<file path="src/rtl/axi_pkg.sv">
// AXI4-Lite response codes and the default 32-bit AXI4-Lite request/response structs.
// Shared by the register-file slave and any crossbar it is attached to.
package axi_pkg;

   typedef logic [1:0] resp_t;

   localparam resp_t RESP_OKAY   = 2'b00;
   localparam resp_t RESP_EXOKAY = 2'b01;
   localparam resp_t RESP_SLVERR = 2'b10;
   localparam resp_t RESP_DECERR = 2'b11;

   typedef struct packed {
      logic [31:0] addr;
      logic [2:0]  prot;
   } axil_ax_t;

   typedef struct packed {
      logic [31:0] data;
      logic [3:0]  strb;
   } axil_w_t;

   typedef struct packed {
      resp_t resp;
   } axil_b_t;

   typedef struct packed {
      logic [31:0] data;
      resp_t       resp;
   } axil_r_t;

   typedef struct packed {
      axil_ax_t aw;
      logic     aw_valid;
      axil_w_t  w;
      logic     w_valid;
      logic     b_ready;
      axil_ax_t ar;
      logic     ar_valid;
      logic     r_ready;
   } axil_req_t;

   typedef struct packed {
      logic    aw_ready;
      logic    w_ready;
      axil_b_t b;
      logic    b_valid;
      logic    ar_ready;
      axil_r_t r;
      logic    r_valid;
   } axil_resp_t;

endpackage

</file>
<file path="src/rtl/axi_lite_regfile_slv.sv">
// AXI4-Lite slave exposing NoRegs data-width registers with per-register read-only masks,
// hardware load ports and write-commit pulses; read and write paths run independently.
module axi_lite_regfile_slv
   import axi_pkg::*;
#(
   parameter int unsigned                         NoRegs       = 32'd4,
   parameter int unsigned                         AxiAddrWidth = 32'd32,
   parameter int unsigned                         AxiDataWidth = 32'd32,
   parameter logic [NoRegs-1:0]                   ReadOnly     = '0,
   parameter logic [NoRegs-1:0][AxiDataWidth-1:0] RegRstVal    = '0,
   parameter type                                 axi_req_t    = axil_req_t,
   parameter type                                 axi_resp_t   = axil_resp_t
) (
   input  logic                                 clk_i,
   input  logic                                 rst_i,
   input  axi_req_t                             slv_req_i,
   output axi_resp_t                            slv_resp_o,
   output logic [NoRegs-1:0][AxiDataWidth-1:0]  reg_q_o,
   input  logic [NoRegs-1:0]                    reg_load_i,
   input  logic [NoRegs-1:0][AxiDataWidth-1:0]  reg_d_i,
   output logic [NoRegs-1:0]                    wr_pulse_o
);

   localparam int unsigned StrbWidth = AxiDataWidth / 8;
   localparam int unsigned AddrShift = $clog2(StrbWidth);

   typedef logic [AxiAddrWidth-1:0] addr_t;
   typedef logic [AxiDataWidth-1:0] data_t;
   typedef logic [StrbWidth-1:0]    strb_t;

   typedef enum logic {W_IDLE, W_RESP} w_state_e;
   typedef enum logic {R_IDLE, R_RESP} r_state_e;

   w_state_e w_state_q, w_state_d;
   r_state_e r_state_q, r_state_d;

   logic  aw_held_q, w_held_q;
   addr_t aw_addr_q;
   data_t w_data_q;
   strb_t w_strb_q;
   resp_t bresp_q;

   data_t rdata_q;
   resp_t rresp_q;

   logic [NoRegs-1:0][AxiDataWidth-1:0] reg_q, reg_next;
   logic [NoRegs-1:0]                   pulse_q, wr_sel;

   logic  aw_ready, w_ready, aw_hs, w_hs, commit;
   addr_t wr_addr, wr_idx;
   data_t wr_data;
   strb_t wr_strb;
   logic  wr_in_range, wr_ro, wr_err, wr_apply;

   logic  ar_ready, ar_hs, rd_in_range;
   addr_t rd_idx;
   data_t rd_val;

   logic  unused_prot;
   assign unused_prot = ^{slv_req_i.aw.prot, slv_req_i.ar.prot};

   // AW and W may arrive in any order; the live channel bypasses its holding register
   assign aw_ready = (w_state_q == W_IDLE) && !aw_held_q && !rst_i;
   assign w_ready  = (w_state_q == W_IDLE) && !w_held_q && !rst_i;
   assign aw_hs    = slv_req_i.aw_valid && aw_ready;
   assign w_hs     = slv_req_i.w_valid && w_ready;
   assign commit   = (w_state_q == W_IDLE) && !rst_i
                     && (aw_held_q || aw_hs) && (w_held_q || w_hs);

   assign wr_addr  = aw_held_q ? aw_addr_q : addr_t'(slv_req_i.aw.addr);
   assign wr_data  = w_held_q ? w_data_q : data_t'(slv_req_i.w.data);
   assign wr_strb  = w_held_q ? w_strb_q : strb_t'(slv_req_i.w.strb);
   assign wr_idx   = wr_addr >> AddrShift;
   assign wr_in_range = wr_idx < addr_t'(NoRegs);

   always_comb begin
      wr_ro = 1'b0;
      for (int unsigned k = 0; k < NoRegs; k++) begin
         if (wr_idx == addr_t'(k)) wr_ro = ReadOnly[k];
      end
   end

   assign wr_err   = !wr_in_range || wr_ro;
   assign wr_apply = commit && !wr_err && (wr_strb != '0);

   always_comb begin
      w_state_d = w_state_q;
      case (w_state_q)
         W_IDLE:  if (commit) w_state_d = W_RESP;
         W_RESP:  if (slv_req_i.b_ready) w_state_d = W_IDLE;
         default: w_state_d = W_IDLE;
      endcase
   end

   always_ff @(posedge clk_i) begin
      if (rst_i) begin
         w_state_q <= W_IDLE;
         aw_held_q <= 1'b0;
         w_held_q  <= 1'b0;
         aw_addr_q <= '0;
         w_data_q  <= '0;
         w_strb_q  <= '0;
         bresp_q   <= RESP_OKAY;
      end else begin
         w_state_q <= w_state_d;
         if (commit) begin
            aw_held_q <= 1'b0;
            w_held_q  <= 1'b0;
            bresp_q   <= wr_err ? RESP_SLVERR : RESP_OKAY;
         end else begin
            if (aw_hs) begin
               aw_held_q <= 1'b1;
               aw_addr_q <= addr_t'(slv_req_i.aw.addr);
            end
            if (w_hs) begin
               w_held_q <= 1'b1;
               w_data_q <= data_t'(slv_req_i.w.data);
               w_strb_q <= strb_t'(slv_req_i.w.strb);
            end
         end
      end
   end

   // Hardware load forms the base value; strobed AXI bytes then override it
   always_comb begin
      reg_next = reg_q;
      wr_sel   = '0;
      for (int unsigned k = 0; k < NoRegs; k++) begin
         if (reg_load_i[k]) reg_next[k] = reg_d_i[k];
         if (wr_apply && (wr_idx == addr_t'(k))) begin
            wr_sel[k] = 1'b1;
            for (int unsigned b = 0; b < StrbWidth; b++) begin
               if (wr_strb[b]) reg_next[k][8*b +: 8] = wr_data[8*b +: 8];
            end
         end
      end
   end

   always_ff @(posedge clk_i) begin
      if (rst_i) begin
         reg_q   <= RegRstVal;
         pulse_q <= '0;
      end else begin
         reg_q   <= reg_next;
         pulse_q <= wr_sel;
      end
   end

   assign ar_ready    = (r_state_q == R_IDLE) && !rst_i;
   assign ar_hs       = slv_req_i.ar_valid && ar_ready;
   assign rd_idx      = addr_t'(slv_req_i.ar.addr) >> AddrShift;
   assign rd_in_range = rd_idx < addr_t'(NoRegs);

   always_comb begin
      rd_val = '0;
      for (int unsigned k = 0; k < NoRegs; k++) begin
         if (rd_idx == addr_t'(k)) rd_val = reg_q[k];
      end
   end

   always_comb begin
      r_state_d = r_state_q;
      case (r_state_q)
         R_IDLE:  if (ar_hs) r_state_d = R_RESP;
         R_RESP:  if (slv_req_i.r_ready) r_state_d = R_IDLE;
         default: r_state_d = R_IDLE;
      endcase
   end

   always_ff @(posedge clk_i) begin
      if (rst_i) begin
         r_state_q <= R_IDLE;
         rdata_q   <= '0;
         rresp_q   <= RESP_OKAY;
      end else begin
         r_state_q <= r_state_d;
         if (ar_hs) begin
            rdata_q <= rd_in_range ? rd_val : '0;
            rresp_q <= rd_in_range ? RESP_OKAY : RESP_SLVERR;
         end
      end
   end

   always_comb begin
      slv_resp_o          = '0;
      slv_resp_o.aw_ready = aw_ready;
      slv_resp_o.w_ready  = w_ready;
      slv_resp_o.b_valid  = (w_state_q == W_RESP) && !rst_i;
      slv_resp_o.b.resp   = bresp_q;
      slv_resp_o.ar_ready = ar_ready;
      slv_resp_o.r_valid  = (r_state_q == R_RESP) && !rst_i;
      slv_resp_o.r.data   = rdata_q;
      slv_resp_o.r.resp   = rresp_q;
   end

   assign reg_q_o    = reg_q;
   assign wr_pulse_o = pulse_q & ~{NoRegs{rst_i}};

endmodule

</file>
<file path="config.mk">
export PLATFORM = sky130hd
export DESIGN_NAME = axi_lite_regfile_slv
export DESIGN_NICKNAME = d
export VERILOG_FILES = /design/src/rtl/axi_pkg.sv /design/src/rtl/axi_lite_regfile_slv.sv
export SDC_FILE = /design/constraint.sdc
export NUM_CORES = 1
export LEC_CHECK = 0
export ABC_CLOCK_PERIOD_IN_PS = 7100
export CAP_MARGIN = 20
export CORE_AREA = 10 10 142 196
export CTS_BUF_LIST = sky130_fd_sc_hd__clkbuf_4 sky130_fd_sc_hd__clkbuf_8 sky130_fd_sc_hd__clkbuf_16
export CTS_CLUSTER_SIZE = 40
export DETAILED_ROUTE_END_ITERATION = 8
export DIE_AREA = 0 0 152 206
export PLACE_DENSITY_LB_ADDON = 0.25
export RECOVER_POWER = 100
export SYNTH_ARGS = -nofsm -noshare
export SYNTH_HDL_FRONTEND = slang
export SYNTH_SLANG_ARGS = --single-unit
</file>
<file path="constraint.sdc">
create_clock -name clk_i -period 7.1 [get_ports clk_i]
set_clock_uncertainty 0.1 [all_clocks]
set_input_delay 2.13 -clock clk_i [delete_from_list [all_inputs] [get_ports clk_i]]
set_output_delay 2.13 -clock clk_i [all_outputs]
set_load 0.02 [all_outputs]
</file>
==> results_dict.tcl <==
set metrics [dict create \
    status "finished with violations" \
    violations "max-capacitance violations, max-slew violations" \
    worst_pin_slew_ns 2.22 \
    power.ir.vdd_worst_mv 0.160 \
    fin_crit_ns 6.21 \
    areaGrowthSynthToFinish_pct 42.3 \
    syn_avg_cell_area_um2 8.70 \
    dp_hpwl_um 35100 \
    hold_viol 0 \
    syn_inst 1345 \
    via_per_inst 5.78 \
    clock.fmax_mhz 161 \
    clk_pin_slew_ns 0.06 \
    critical_path_buf_inv_count 1 \
    num_vias 11700 \
    yosysTopAreaCell "dfxtp_1" \
    postLayoutCoreUtil_pct 68.4 \
    cts_num_sinks 236 \
    cts_resized 0 \
    p_per_area_mw_per_mm2 204 \
    rsz0062_at_grt "false" \
    synth_top_cell_area_share_pct 40.4 \
    io_buffers 405 \
    slew_violations 111 \
    synth.most_common_cell "dfxtp_1" \
    grt_pass1_wl_um 71700 \
    io_pins 418 \
    htree_levels 1 \
    synthTopCellsByArea "dfxtp_1 40%, mux2i_1 11%, nand2_1 6.8%, mux4_2 6.2%, o21ai_0 5.9%" \
    first_iter_violations 994 \
    cpLargestDelayFamily "simple AND/OR/NAND/NOR gates" \
    hold_path_class "flop to flop" \
    timing.hold.ws_ns 0.349 \
    instances_no_fill 2024 \
    cts_tree "done" \
    cts-root-buf "clkbuf_16" \
    die_y_um 206 \
    crit_fanout 41 \
    max_stage_delay_ns 1.99 \
    grt_usage_pct 29.0 \
    yosys-top-cells-count "236 x dfxtp_1, 213 x nand2_1, 139 x o21ai_0" \
    drt_wl_total_um 49200 \
    detail-route-antenna-nets 0 \
    crit_type "primary input to flop" \
    synthArstFlopShare_pct 0 \
    cp_data_arrival_time_ns 6.43 \
    start_util_pct 48.1 \
    grt_pass1_vias 11500 \
    ys_seq_area_share_pct 40.4 \
    finalSetupViolCount 0 \
    grt_busiest_layer "met2" \
    grt_use_met1_pct 34.7 \
    die_x_um 152 \
    crit_chain "dlygate4sd3_1, nor4_1, nand4_1, o32a_1, nor4_1, o22ai_1" \
    timing.rr.start "aw_held_q$_SDFFE_PP0P_" \
    globalplace.congestion 0.917 \
    synth_area_mm2 0.0117 \
    cts_setup_buffers 0 \
    place_inst 1969 \
    synth_ff_type "dfxtp_1" \
    clk_latency_ns 0.53 \
    startpoint_type "primary input" \
    nFillCells 2027 \
    drv_cap 6 \
    core_mm2 0.0243 \
    crit_path_end_kind "flop" \
    grtUsageMet3_pct 6.29 \
    overflow 0 \
    grt_max_degree 110 \
    antenna_found_initial 14 \
    finalCritPeriodShare_pct 87.4 \
    worstHoldStart "aw_addr_q[25]$_SDFFE_PP0P_" \
    firstDrtPassIters 5 \
    yosysUniqueCellTypes 48 \
    critPathLaunch "slv_req_i[89]" \
    nNetsFinal 1928 \
    p_leak_nw 6.55 \
    cts_buffer_depth 3 \
    yosys_warnings 0 \
    tns_ns 0 \
    crit_slowest_cell "nor4_1" \
    row_count 68 \
    hold_buffers 0 \
    use_met2_pct 48.0 \
    synth_seq_cells 236 \
    slew_headroom_pct -49.6 \
    cts_made_buffers 24 \
    synth_edf_count 0 \
    cp.required_ns 7.32 \
    drive_gt1_share_pct 10.8 \
    wl_per_cell_um 24.3 \
    cpMostUsedCell "nor4_1" \
    die-area_mm2 0.0313 \
    drcViolationCount 0 \
]
## per-layer routing
layer  share of wire (%)  vias to the layer above
met2                  48                      596
met3                 8.0                      132
met5               0.026                        -
met1                  39                     5528
li1                    -                     5441
met4                 4.9                        2
## kinds of logic after synthesis
family | Yosys count | share of synthesized area (%)
other | 1 | 0.0321
DFF | 236 | 40.4
muxes | 197 | 20.7
and+or+nand+nor | 418 | 16.5
buffers and inverters | 154 | 5.53
AOI/OAI and AO/OA | 339 | 16.8
## layout make-up
class	instances	area, um^2	area share, %
Clock buffer	36	739	4.44
Multi-Input combinational cell	956	6320	38.0
Clock inverter	3	65.1	0.391
Timing Repair Buffer	423	4210	25.3
Tap cell	315	394	2.37
Sequential cell	236	4730	28.4
Inverter	42	158	0.947
Antenna cell	13	32.5	0.195
## flip-flops by register name, summed over array words and instances, names as in the netlist
signal	cells
reg_q_o	128
rdata_q	32
w_data_q	32
aw_addr_q	30
pulse_q	4
w_strb_q	4
aw_held_q	1
bresp_q	1
r_state_q	1
rresp_q	1
w_held_q	1
w_state_q	1
## metrics by stage
stage / worst slack [ns] / power (mW) / area [um^2]
final: 0.895 / 3.39 / 16600
after global routing: 0.731 / 3.50 / 16600
after CTS: 1.43 / 3.41 / 16600
after detailed placement: 1.44 / 2.12 / 15800
after global placement: 1.45 / 2.11 / 15800
after floorplan: 1.74 / 1.79 / 11700
## cells in the final DEF (no fill, tap or decap), types with 3 or more instances in the layout
master | Yosys | final
nand4_1 | 3 | 3
clkdlybuf4s50_1 | 0 | 225
o21ai_0 | 139 | 147
diode_2 | 0 | 13
nor2_1 | 93 | 92
nor2b_1 | 6 | 6
nand3b_1 | 4 | 4
clkbuf_16 | 0 | 25
a21oi_1 | 75 | 75
nor4_1 | 19 | 21
nand3_1 | 3 | 3
dlygate4sd3_1 | 0 | 173
mux4_2 | 32 | 32
clkbuf_4 | 0 | 6
inv_1 | 42 | 42
buf_2 | 16 | 6
or2_2 | 41 | 41
or3b_1 | 4 | 4
o22ai_1 | 41 | 41
nand2_1 | 213 | 213
dfxtp_1 | 236 | 235
and2_1 | 3 | 3
nor3_1 | 8 | 11
buf_4 | 5 | 11
clkbuf_8 | 0 | 5
mux2_2 | 42 | 42
o2111ai_1 | 7 | 5
o31ai_1 | 57 | 57
mux2i_1 | 123 | 123
nand2b_1 | 5 | 5
## power by group
part / total (mW) / switching (mW) / internal, mW
clock network: 1.31 / 0.528 / 0.785
logic: 0.647 / 0.332 / 0.315
registers: 1.43 / 0.0505 / 1.38
## path summary, 6_finish.rpt
path | end | slack [ns] | cells after the start
max | reg_q_o[48]$_SDFF_PP0_ | 0.89 | 6
min | aw_addr_q[25]$_SDFFE_PP0P_ | 0.35 | 2
max reg2reg | reg_q_o[48]$_SDFF_PP0_ | 2.26 | 5
min reg2reg | aw_addr_q[25]$_SDFFE_PP0P_ | 0.35 | 2
## tightest hold or removal path: cells and delay by family, from the launching register on
| kind | cells | cell delay (ns) |
|---|---|---|
| AOI/OAI and AO/OA | 1 | 0.05 |
| and+or+nand+nor | 1 | 0.05 |
| DFF | 1 | 0.30 |
Note: power is estimated with default switching activity, not from simulation.
